[src/rtl/plru_pkg.sv]
// plru_pkg: shared sizing, types and FSM encoding for the tree-PLRU controller.
// Optional feature macro used by the controller: PLRU_FORWARD_EN.
package plru_pkg;

    localparam int WAYS     = 4;
    localparam int SET_BITS = 6;
    localparam int WAY_BITS = $clog2(WAYS);

    typedef logic [WAY_BITS-1:0] way_t;
    typedef logic [SET_BITS-1:0] set_t;
    typedef logic [WAYS-2:0]     plru_state_t;

    // Controller FSM: normal request service, or the all-sets clearing sweep.
    typedef enum logic {
        IDLE  = 1'b0,
        FLUSH = 1'b1
    } fsm_t;

endpackage

[src/rtl/plru_tree.sv]
// plru_tree: purely combinational tree-PLRU logic for one set.
// Node bit 0 is the root, node i has children 2i+1 / 2i+2, and a 0 bit
// steers the victim search to the left child. The touch walks the path to
// the touched way and flips each node on it to point away from that way.
module plru_tree #(
    parameter  int WAYS = 4,
    localparam int WB   = $clog2(WAYS)
) (
    input  logic [WAYS-2:0] i_state,
    input  logic            i_hit,
    input  logic [WB-1:0]   i_hit_way,
    output logic [WB-1:0]   o_victim,
    output logic [WAYS-2:0] o_next_state
);

    logic [WB-1:0] w_touch;

    // A hit refreshes the hit way; a miss refreshes the way it allocates.
    assign w_touch = i_hit ? i_hit_way : o_victim;

    // Walk from the root to a leaf following the node bits, MSB of way first.
    always_comb begin : victim_walk
        int              node;
        logic [WAYS-2:0] w_sh;
        node     = 0;
        w_sh     = '0;
        o_victim = '0;
        for (int l = 0; l < WB; l++) begin
            w_sh              = i_state >> node;
            o_victim[WB-1-l]  = w_sh[0];
            node              = 2 * node + 1 + int'(w_sh[0]);
        end
    end

    // Walk the touched way's path, setting each node to point the other way.
    always_comb begin : touch_walk
        int              node;
        logic            w_dir;
        logic [WAYS-2:0] w_mask;
        node         = 0;
        w_dir        = 1'b0;
        w_mask       = '0;
        o_next_state = i_state;
        for (int l = 0; l < WB; l++) begin
            w_dir     = w_touch[WB-1-l];
            w_mask    = '0;
            w_mask[0] = 1'b1;
            w_mask    = w_mask << node;
            if (w_dir) begin
                o_next_state = o_next_state & ~w_mask;
            end else begin
                o_next_state = o_next_state | w_mask;
            end
            node = 2 * node + 1 + int'(w_dir);
        end
    end

endmodule

[src/rtl/plru_controller.sv]
// plru_controller: tree-PLRU replacement controller in front of a
// flip-flop state RAM with combinational read.
// Build option: define PLRU_FORWARD_EN to forward the in-flight write-back
// to a same-set request; without it such a request stalls for one cycle.
//
// Handshake: a request is taken in any cycle where req_valid && req_ready;
// req_ready never depends on req_valid. The response (victim_valid pulse,
// victim_way) and the state write-back both appear exactly one cycle later.
module plru_controller
    import plru_pkg::fsm_t;
#(
    parameter  int WAYS     = plru_pkg::WAYS,
    parameter  int SET_BITS = plru_pkg::SET_BITS,
    localparam int WAY_BITS = $clog2(WAYS)
) (
    input  logic                clk,
    input  logic                resetn,
    input  logic                req_valid,
    output logic                req_ready,
    input  logic [SET_BITS-1:0] req_set,
    input  logic                req_hit,
    input  logic [WAY_BITS-1:0] req_way,
    output logic                victim_valid,
    output logic [WAY_BITS-1:0] victim_way,
    input  logic                flush,
    output logic [SET_BITS-1:0] ram_raddr,
    output logic [SET_BITS-1:0] ram_waddr,
    output logic                ram_write_en,
    output logic [WAYS-2:0]     ram_data_in,
    input  logic [WAYS-2:0]     ram_data_out,
    output fsm_t                dbg_state
);

    import plru_pkg::*;

    localparam logic [SET_BITS-1:0] LAST_SET = '1;

    fsm_t                r_state;
    logic [SET_BITS-1:0] r_cnt;
    logic                r_rdy;
    logic                r_vvalid;
    logic [WAY_BITS-1:0] r_victim;
    logic                r_wen;
    logic [SET_BITS-1:0] r_waddr;
    logic [WAYS-2:0]     r_wdata;

    logic                w_pending_same;
    logic                w_accept;
    logic [WAYS-2:0]     w_cur_state;
    logic [WAY_BITS-1:0] w_victim;
    logic [WAYS-2:0]     w_next_state;

    // The RAM is always read at the incoming set.
    assign ram_raddr = req_set;

    // A request write-back (not a sweep write) is landing on this same set now.
    assign w_pending_same = r_vvalid && (r_waddr == req_set);

`ifdef PLRU_FORWARD_EN
    // Same-set request takes the value being written instead of the stale RAM word.
    assign req_ready   = r_rdy && (r_state == IDLE) && !flush;
    assign w_cur_state = w_pending_same ? r_wdata : ram_data_out;
`else
    // Same-set request waits one cycle for the write-back to reach the RAM.
    assign req_ready   = r_rdy && (r_state == IDLE) && !flush && !w_pending_same;
    assign w_cur_state = ram_data_out;
`endif

    assign w_accept = req_valid && req_ready;

    plru_tree #(
        .WAYS (WAYS)
    ) u_tree (
        .i_state      (w_cur_state),
        .i_hit        (req_hit),
        .i_hit_way    (req_way),
        .o_victim     (w_victim),
        .o_next_state (w_next_state)
    );

    // FSM plus registered response / write port. A write-back already on the
    // port when flush rises retires in that cycle; the sweep starts next cycle.
    always_ff @(posedge clk or negedge resetn) begin
        if (!resetn) begin
            r_state  <= IDLE;
            r_cnt    <= '0;
            r_rdy    <= 1'b0;
            r_vvalid <= 1'b0;
            r_victim <= '0;
            r_wen    <= 1'b0;
            r_waddr  <= '0;
            r_wdata  <= '0;
        end else begin
            r_rdy    <= 1'b1;
            r_vvalid <= 1'b0;
            r_wen    <= 1'b0;
            case (r_state)
                IDLE: begin
                    if (flush) begin
                        r_state <= FLUSH;
                        r_cnt   <= '0;
                        r_wen   <= 1'b1;
                        r_waddr <= '0;
                        r_wdata <= '0;
                    end else if (w_accept) begin
                        r_vvalid <= 1'b1;
                        r_victim <= w_victim;
                        r_wen    <= 1'b1;
                        r_waddr  <= req_set;
                        r_wdata  <= w_next_state;
                    end
                end
                FLUSH: begin
                    // flush is deliberately not looked at while sweeping
                    if (r_cnt == LAST_SET) begin
                        r_state <= IDLE;
                        r_cnt   <= '0;
                    end else begin
                        r_cnt   <= r_cnt + 1'b1;
                        r_wen   <= 1'b1;
                        r_waddr <= r_cnt + 1'b1;
                        r_wdata <= '0;
                    end
                end
                default: begin
                    r_state <= IDLE;
                    r_cnt   <= '0;
                end
            endcase
        end
    end

    assign victim_valid = r_vvalid;
    assign victim_way   = r_victim;
    assign ram_write_en = r_wen;
    assign ram_waddr    = r_waddr;
    assign ram_data_in  = r_wdata;
    assign dbg_state    = r_state;

endmodule

[config.mk]
export PLATFORM = sky130hd
export DESIGN_NAME = plru_controller
export DESIGN_NICKNAME = d
export VERILOG_FILES = /design/src/rtl/plru_pkg.sv /design/src/rtl/plru_tree.sv /design/src/rtl/plru_controller.sv
export SDC_FILE = /design/constraint.sdc
export NUM_CORES = 1
export LEC_CHECK = 0
export CORE_AREA = 2 2 61 63
export CTS_CLUSTER_DIAMETER = 150
export DETAILED_ROUTE_END_ITERATION = 10
export DIE_AREA = 0 0 63 65
export SYNTH_ARGS = -nofsm -noshare
export SYNTH_HDL_FRONTEND = slang
export SYNTH_SLANG_ARGS = --single-unit
[constraint.sdc]
create_clock -name clk -period 1.6 [get_ports clk]
set_input_delay 0.32 -clock clk [delete_from_list [all_inputs] [get_ports clk]]
set_output_delay 0.32 -clock clk [all_outputs]
set_load 0.05 [all_outputs]
Word level (Yosys, flattened, before mapping). Cells that the tools add are included.

Equal/unequal tests: 5. Muxes and demuxes: 22. Reductions and logical operators: 9. Shift operators: 2. Bitwise gates (word level): 5. Add/sub/neg operators: 3.

Operators with widths (number): 1-bit by 32-bit << shifter with 3-bit output, first input constant (1); 6-bit two-way mux (5); 6-bit case mux with 2 select lines (2); 3-bit two-way mux (4); 1-bit two-way mux (7); 6-bit by 1-bit adder with 6-bit output, second input constant (1); 6-bit equality test (1); 6-bit equality test, second input constant (1); 3-bit case mux with 2 select lines (1); 1-bit logical AND (5); 1-bit by 1-bit adder with 2-bit output, first input constant (2); 2-bit != test, second input constant (2); 1-bit case mux with 2 select lines (2); 3-bit AND (1); 3-bit != test, second input constant (1); 3-bit NOT (1); 3-bit OR (1); 3-bit AND reduction (1); 3-bit by 2-bit >> shifter with 1-bit output (1); 1-bit zero test (2); 2-bit two-way mux (1); 1-bit NOT (2); 2-bit AND reduction (1).

Input bits: 16. Register bits: 21. Logic and storage cells: 54.

Depth between registers and ports, before layout.
Depth in word-level cells: 11. Mapped depth: 6. Mapped depth without buffers: 6.

Modules after synthesis. From an unflattened synthesis, not the netlist that was laid out.

Cell total of the unflattened synthesis: 109. Area, all modules: 1167.4 µm².

Modules (own cells, without submodules): plru_controller (cells each 98, area an instance 1087.3 µm², instances 1); plru_tree (cells each 11, area an instance 80.1 µm², instances 1).

Least setup slack after synthesis. OpenSTA, ideal clock, no wires.

Kind: reg2out. Start: reg r_state (netlist: dbg_state). End: out req_ready. Required time: 1.280 ns. Path slack: -0.676 ns. Arrival: 1.956 ns. Stages on the path, launching flop included: 6. Cells stage by stage: dfrtp_1 clkbuf_1 nor2_1 clkbuf_1 nand2_1 nor2_1.

Cells in the longest elaborated chain, start to end: 4.

RTL lines: from (decl) (line plru_controller.sv:38) `fsm_t r_state;`; from (signal assigned) (line plru_controller.sv:85) `r_state <= IDLE;`; from (signal assigned) (line plru_controller.sv:100) `r_state <= FLUSH;`; from (signal assigned) (line plru_controller.sv:116) `r_state <= IDLE;`; 1-bit NOT (no source line); 1-bit logical AND (3 in series) (line plru_controller.sv:65) `assign req_ready = r_rdy && (r_state == IDLE) && !flush && !w_pending_same;`; to (decl) (line plru_controller.sv:19) `output logic req_ready,`.

Every way passes these cells.

Final worst setup path.
Start: reg r_waddr[3] (netlist: ram_waddr[3]). End: out req_ready.

Cells in the longest elaborated chain, start to end: 4.

RTL lines: from (decl) (line plru_controller.sv:44) `logic [SET_BITS-1:0] r_waddr;`; from (signal assigned) (line plru_controller.sv:109) `r_waddr <= req_set;`; from (signal assigned) (line plru_controller.sv:121) `r_waddr <= r_cnt + 1'b1;`; 6-bit equality test (line plru_controller.sv:57) `assign w_pending_same = r_vvalid && (r_waddr == req_set);`; 1-bit logical AND (line plru_controller.sv:57); 1-bit zero test (line plru_controller.sv:65); 1-bit logical AND (line plru_controller.sv:65).

Every way passes these cells.

==> reports/metrics.yaml <==
cellInternalPower_mw: 1.74
synthArstFlopShare: 1.00
htreeDepth: 1
critical_path_arrival_ns: 1.57
stdcell_count: 232
viasPerCell: 4.64
maxCapViolations: 0
total_power_mw: 2.96
seq_area_um2: 534
num_rows: 22
min_period_ns: 1.89
critPathKind: "register to primary output"
track_usage: 0.163
cts_tree: "yes"
antenna_found_initial: 0
fin_skew_ns: 0.00298
drt-total-wl_um: 3100
syn_avg_cell_area_um2: 9.72
ys_seq_elements: 21
setup_slack_ns: -0.289
p_leak_nw: 0.941
powerDensity_nw_per_um2: 1460
ios: 37
yosysWarnings: 0
startpoint_type: "register"
place_hpwl_um: 2400
finalMaxSlewViolations: 0
drive_gt1_frac: 0.457
wl_per_cell_um: 13.4
synth_area_leader_cell: "dfrtp_1"
clkPwrFrac: 0.086
synth_edf_count: 0
gp_congestion: 0.834
min_path_type: "primary input to async pin"
switching_share: 0.411
grt_pass1_wl_um: 5200
outcome: "finished with violations"
ant_nets: 0
drt_iter0_markers: 20
power_frac_seq: 0.293
hold_viol: 0
netlist_instances: 121
synth_nets: 138
vias: 1077
nFillCells: 300
crit_fanout: 2
cts_made_buffers: 3
overflow: 0
pre_cts_slack_ns: -0.595
multi_input_area_um2: 661
cp.required_ns: 1.28
setup_viol: 5
seq_area_frac_synth: 0.447
io_buffer_count: 36
endpoint_kind: "primary output"
syn_to_final_growth_pct: 72.9
core_area_um2: 3500
clk_pin_slew_ns: 0.12
initial_utilization: 0.336
synth.top_cell.area_share: 0.447
synth_cell_type_count: 36
grt_max_degree: 22
timing.fmax_ghz: 0.529
place_inst: 226
combinationalPowerShare: 0.622
drc: 0
synth.area.top_cells: "dfrtp_1, mux2_4, nand2_1, xnor2_1, buf_4"
netSwitchingPower_mw: 1.22
cts_root_buffer: "clkbuf_4"
holdWs_ns: 0.357
cts.sinks: 21
dieWidth_um: 63
fin_nets: 202
dr.pass1.iters: 4
min_period_over_period: 1.18
cts_hold_buf: 0
die_h_um: 65
cts_buffer_depth: 2
violations: "negative setup slack"
clk_latency_ns: 0.30
ys.flop_type: "dfrtp_1"
peakVddDrop_mv: 0.717
grt_pass1_vias: 1132
die-area_um2: 4100
diodes: 0
netlist_area_um2: 1180
rsz0062_at_grt: "yes"
postLayoutCoreUtil: 0.582
-- stage by stage --
| stage | instance area (um^2) | setup TNS, ns |
|---|---|---|
| 2_1_floorplan | 1190 | -1.49 |
| 3_3_place_gp | 1890 | -5.92 |
| 3_5_place_dp | 1890 | -6.48 |
| 4_1_cts | 1940 | -1.00 |
| 5_1_grt | 2030 | -1.38 |
| 6_report | 2030 | -0.651 |
-- metal layers --
metal	part of all wire	global-route usage	vias to the layer above
met2	0.51	0.281	32
met5	0	0	-
li1	-	-	540
met3	0.043	0.0191	2
met4	0.011	0.0667	0
met1	0.44	0.207	503
-- layout by cell type (no fill, tap or decap), drive strengths merged, types with 4 or more instances in the layout --
| master | Yosys | final |
|---|---|---|
| dlygate4sd2 | 0 | 5 |
| a21oi | 4 | 4 |
| dfrtp | 21 | 21 |
| buf | 7 | 53 |
| clkdlybuf4s50 | 0 | 9 |
| mux2 | 5 | 5 |
| nor2 | 5 | 5 |
| clkbuf | 2 | 4 |
| inv | 10 | 10 |
| o21ai | 9 | 9 |
| xor2 | 5 | 5 |
| xnor2 | 6 | 6 |
| nand2 | 15 | 15 |
-- kinds of logic (layout without fill, tap and decap cells) --
| family | after synthesis | in the layout | synth area share |
|---|---|---|---|
| AND/OR/NAND/NOR | 34 | 34 | 0.139 |
| flip-flops | 21 | 21 | 0.447 |
| adder cells (fa/ha/maj) | 1 | 1 | 0.0106 |
| XOR/XNOR | 11 | 11 | 0.0819 |
| buffers and inverters | 19 | 82 | 0.0808 |
| multiplexers | 7 | 7 | 0.0777 |
| other | 1 | 1 | 0.00319 |
| AO/OA/AOI/OAI | 27 | 27 | 0.160 |
-- what timing repair did --
| item | in CTS | in global routing |
|---|---|---|
| gates resized for setup | 9 | 14 |
| endpoints found under the setup margin | 13 | 17 |
| pin swaps | 7 | 7 |
| buffers inserted | 1 | 2 |
-- layout make-up --
class / instances / area share
Inverter: 10 / 0.0185
Timing Repair Buffer: 68 / 0.351
Multi-Input combinational cell: 81 / 0.325
Sequential cell: 21 / 0.263
Clock buffer: 4 / 0.0129
Tap cell: 48 / 0.0295
-- critical path: stages, from the launching register on --
cell and delay (ns):
dfrtp_2 0.43, xnor2_1 0.16, nand2_1 0.10, nor3_2 0.24
buf_4 0.16, nor2_4 0.04, buf_12 0.14
-- state kept, by name, summed over array words and instances, names as in the netlist --
name / flops
r_rdy: 1
r_cnt: 6
ram_data_in: 3
victim_way: 2
dbg_state: 1
ram_write_en: 1
victim_valid: 1
ram_waddr: 6
-- Yosys cell counts (2+ instances only) --
cell        n
a21oi_1     4
o21ai_0     7
o2bb2ai_1   3
o31ai_1     3
nor2_1      5
mux2i_1     2
xor2_1      5
nand2_1    15
and3_1      2
a211oi_1    2
nand3_1     3
mux2_4      4
inv_1       9
o22ai_1     2
xnor2_1     6
or3_1       2
buf_4       6
dfrtp_1    21
clkbuf_1    2
nor4_1      2
-- power groups by stage --
stage	sequential (mW)	combinational, mW	clock (mW)
2_1_floorplan	1.22	0.564	0
3_3_place_gp	0.852	1.74	0
3_5_place_dp	0.863	1.76	0
4_1_cts	0.862	1.80	0.268
5_1_grt	0.893	1.97	0.282
6_report	0.866	1.84	0.254
-- path summary, 6_finish.rpt --
kind / start / endpoint / slack (ns) / depth (start not counted)
max in group asynchronous: resetn / dbg_state$_DFF_PN0_ / 1.01 / 2
hold reg to reg: ram_data_in[2]$_DFFE_PN0P_ / ram_data_in[2]$_DFFE_PN0P_ / 0.53 / 1
setup / recovery: ram_waddr[3]$_DFFE_PN0P_ / req_ready / -0.29 / 6
hold / removal: resetn / ram_waddr[3]$_DFFE_PN0P_ / 0.36 / 2
setup reg to reg: ram_waddr[3]$_DFFE_PN0P_ / ram_waddr[3]$_DFFE_PN0P_ / -0.12 / 6
min in group clk: ram_data_in[2]$_DFFE_PN0P_ / ram_data_in[2]$_DFFE_PN0P_ / 0.53 / 1
No activity file was read; power rests on OpenSTA's default activity.
==> variant (same settings) <==
The package constant `SET_BITS` goes from 6 to 12.
--- a/src/rtl/plru_pkg.sv
+++ b/src/rtl/plru_pkg.sv
@@ -3,7 +3,7 @@
 package plru_pkg;
 
     localparam int WAYS     = 4;
-    localparam int SET_BITS = 6;
+    localparam int SET_BITS = 12;
     localparam int WAY_BITS = $clog2(WAYS);
 
     typedef logic [WAY_BITS-1:0] way_t;
Interface: changed (resized ram_raddr, ram_waddr and req_set); port bits go from 37 to 55. No check against the original RTL was run, so the function may have changed too.
==> variant against the unedited design <==
  * The run now fails in 4_1_cts
  * Area after synthesis increased by 65%
==> variant: results (changes against the unedited design) <==
status=did not finish; Fail Step=4_1_cts; Log Error=[ERROR DPL-0033] detailed placement checks failed during check placement.; Avg Inst Size Synth=9.75 µm² (+0.33%); clock tree buffer depth=2 (unchanged); Yosys cell types=41 (+14%); XOR/XNOR share of the synthesized area=10.4% (+2.2 points); Port Buffers=54 (+50%); final estimated routing congestion in global placement=0.847 (+1.7%); post-DP HPWL=5250 µm (+120%); top cells by count, synth=dfrtp_1, o21ai_0, nand2_1; synth warn=0 (unchanged); sequential cell area fraction in the yosys report=42.6% (-2.1 points); Placed Cells incl. Taps=350 (+55%); post-synthesis mux area share=6.58% (-1.2 points); Net Count, Synth=222 (+61%); top_reg_cell synth=dfrtp_1; # Post-CTS Setup Buffers=10 (+9); H-tree levels=2 (+1); cells taking the most area after synthesis=dfrtp_1, xnor2_1, o21ai_0; register bit total from synthesis=33 (+57%); # resized after CTS=34 (+25); post-synthesis adder-cell area fraction=0.645% (-0.42 points); TritonCTS buffer count=5 (+2); Synth Area in Compound Gates=17.3% (+1.3 points); Async SR Flop Fraction=100% (unchanged); root buffer cell=clkbuf_4
## variant: cell families after synthesis
logic type | Yosys count
simple gates | 55
fa+ha+maj | 1
mux | 11
other cells | 1
flops | 33
buf+inv | 24
xor+xnor | 23
compound gates | 51
## variant: per-stage QoR
stage	worst slack, ns	cell area, µm²	TNS [ns]
2_1_floorplan	-0.504	1990	-6.28
3_3_place_gp	-0.683	3210	-11.62
3_5_place_dp	-0.852	3210	-16.13
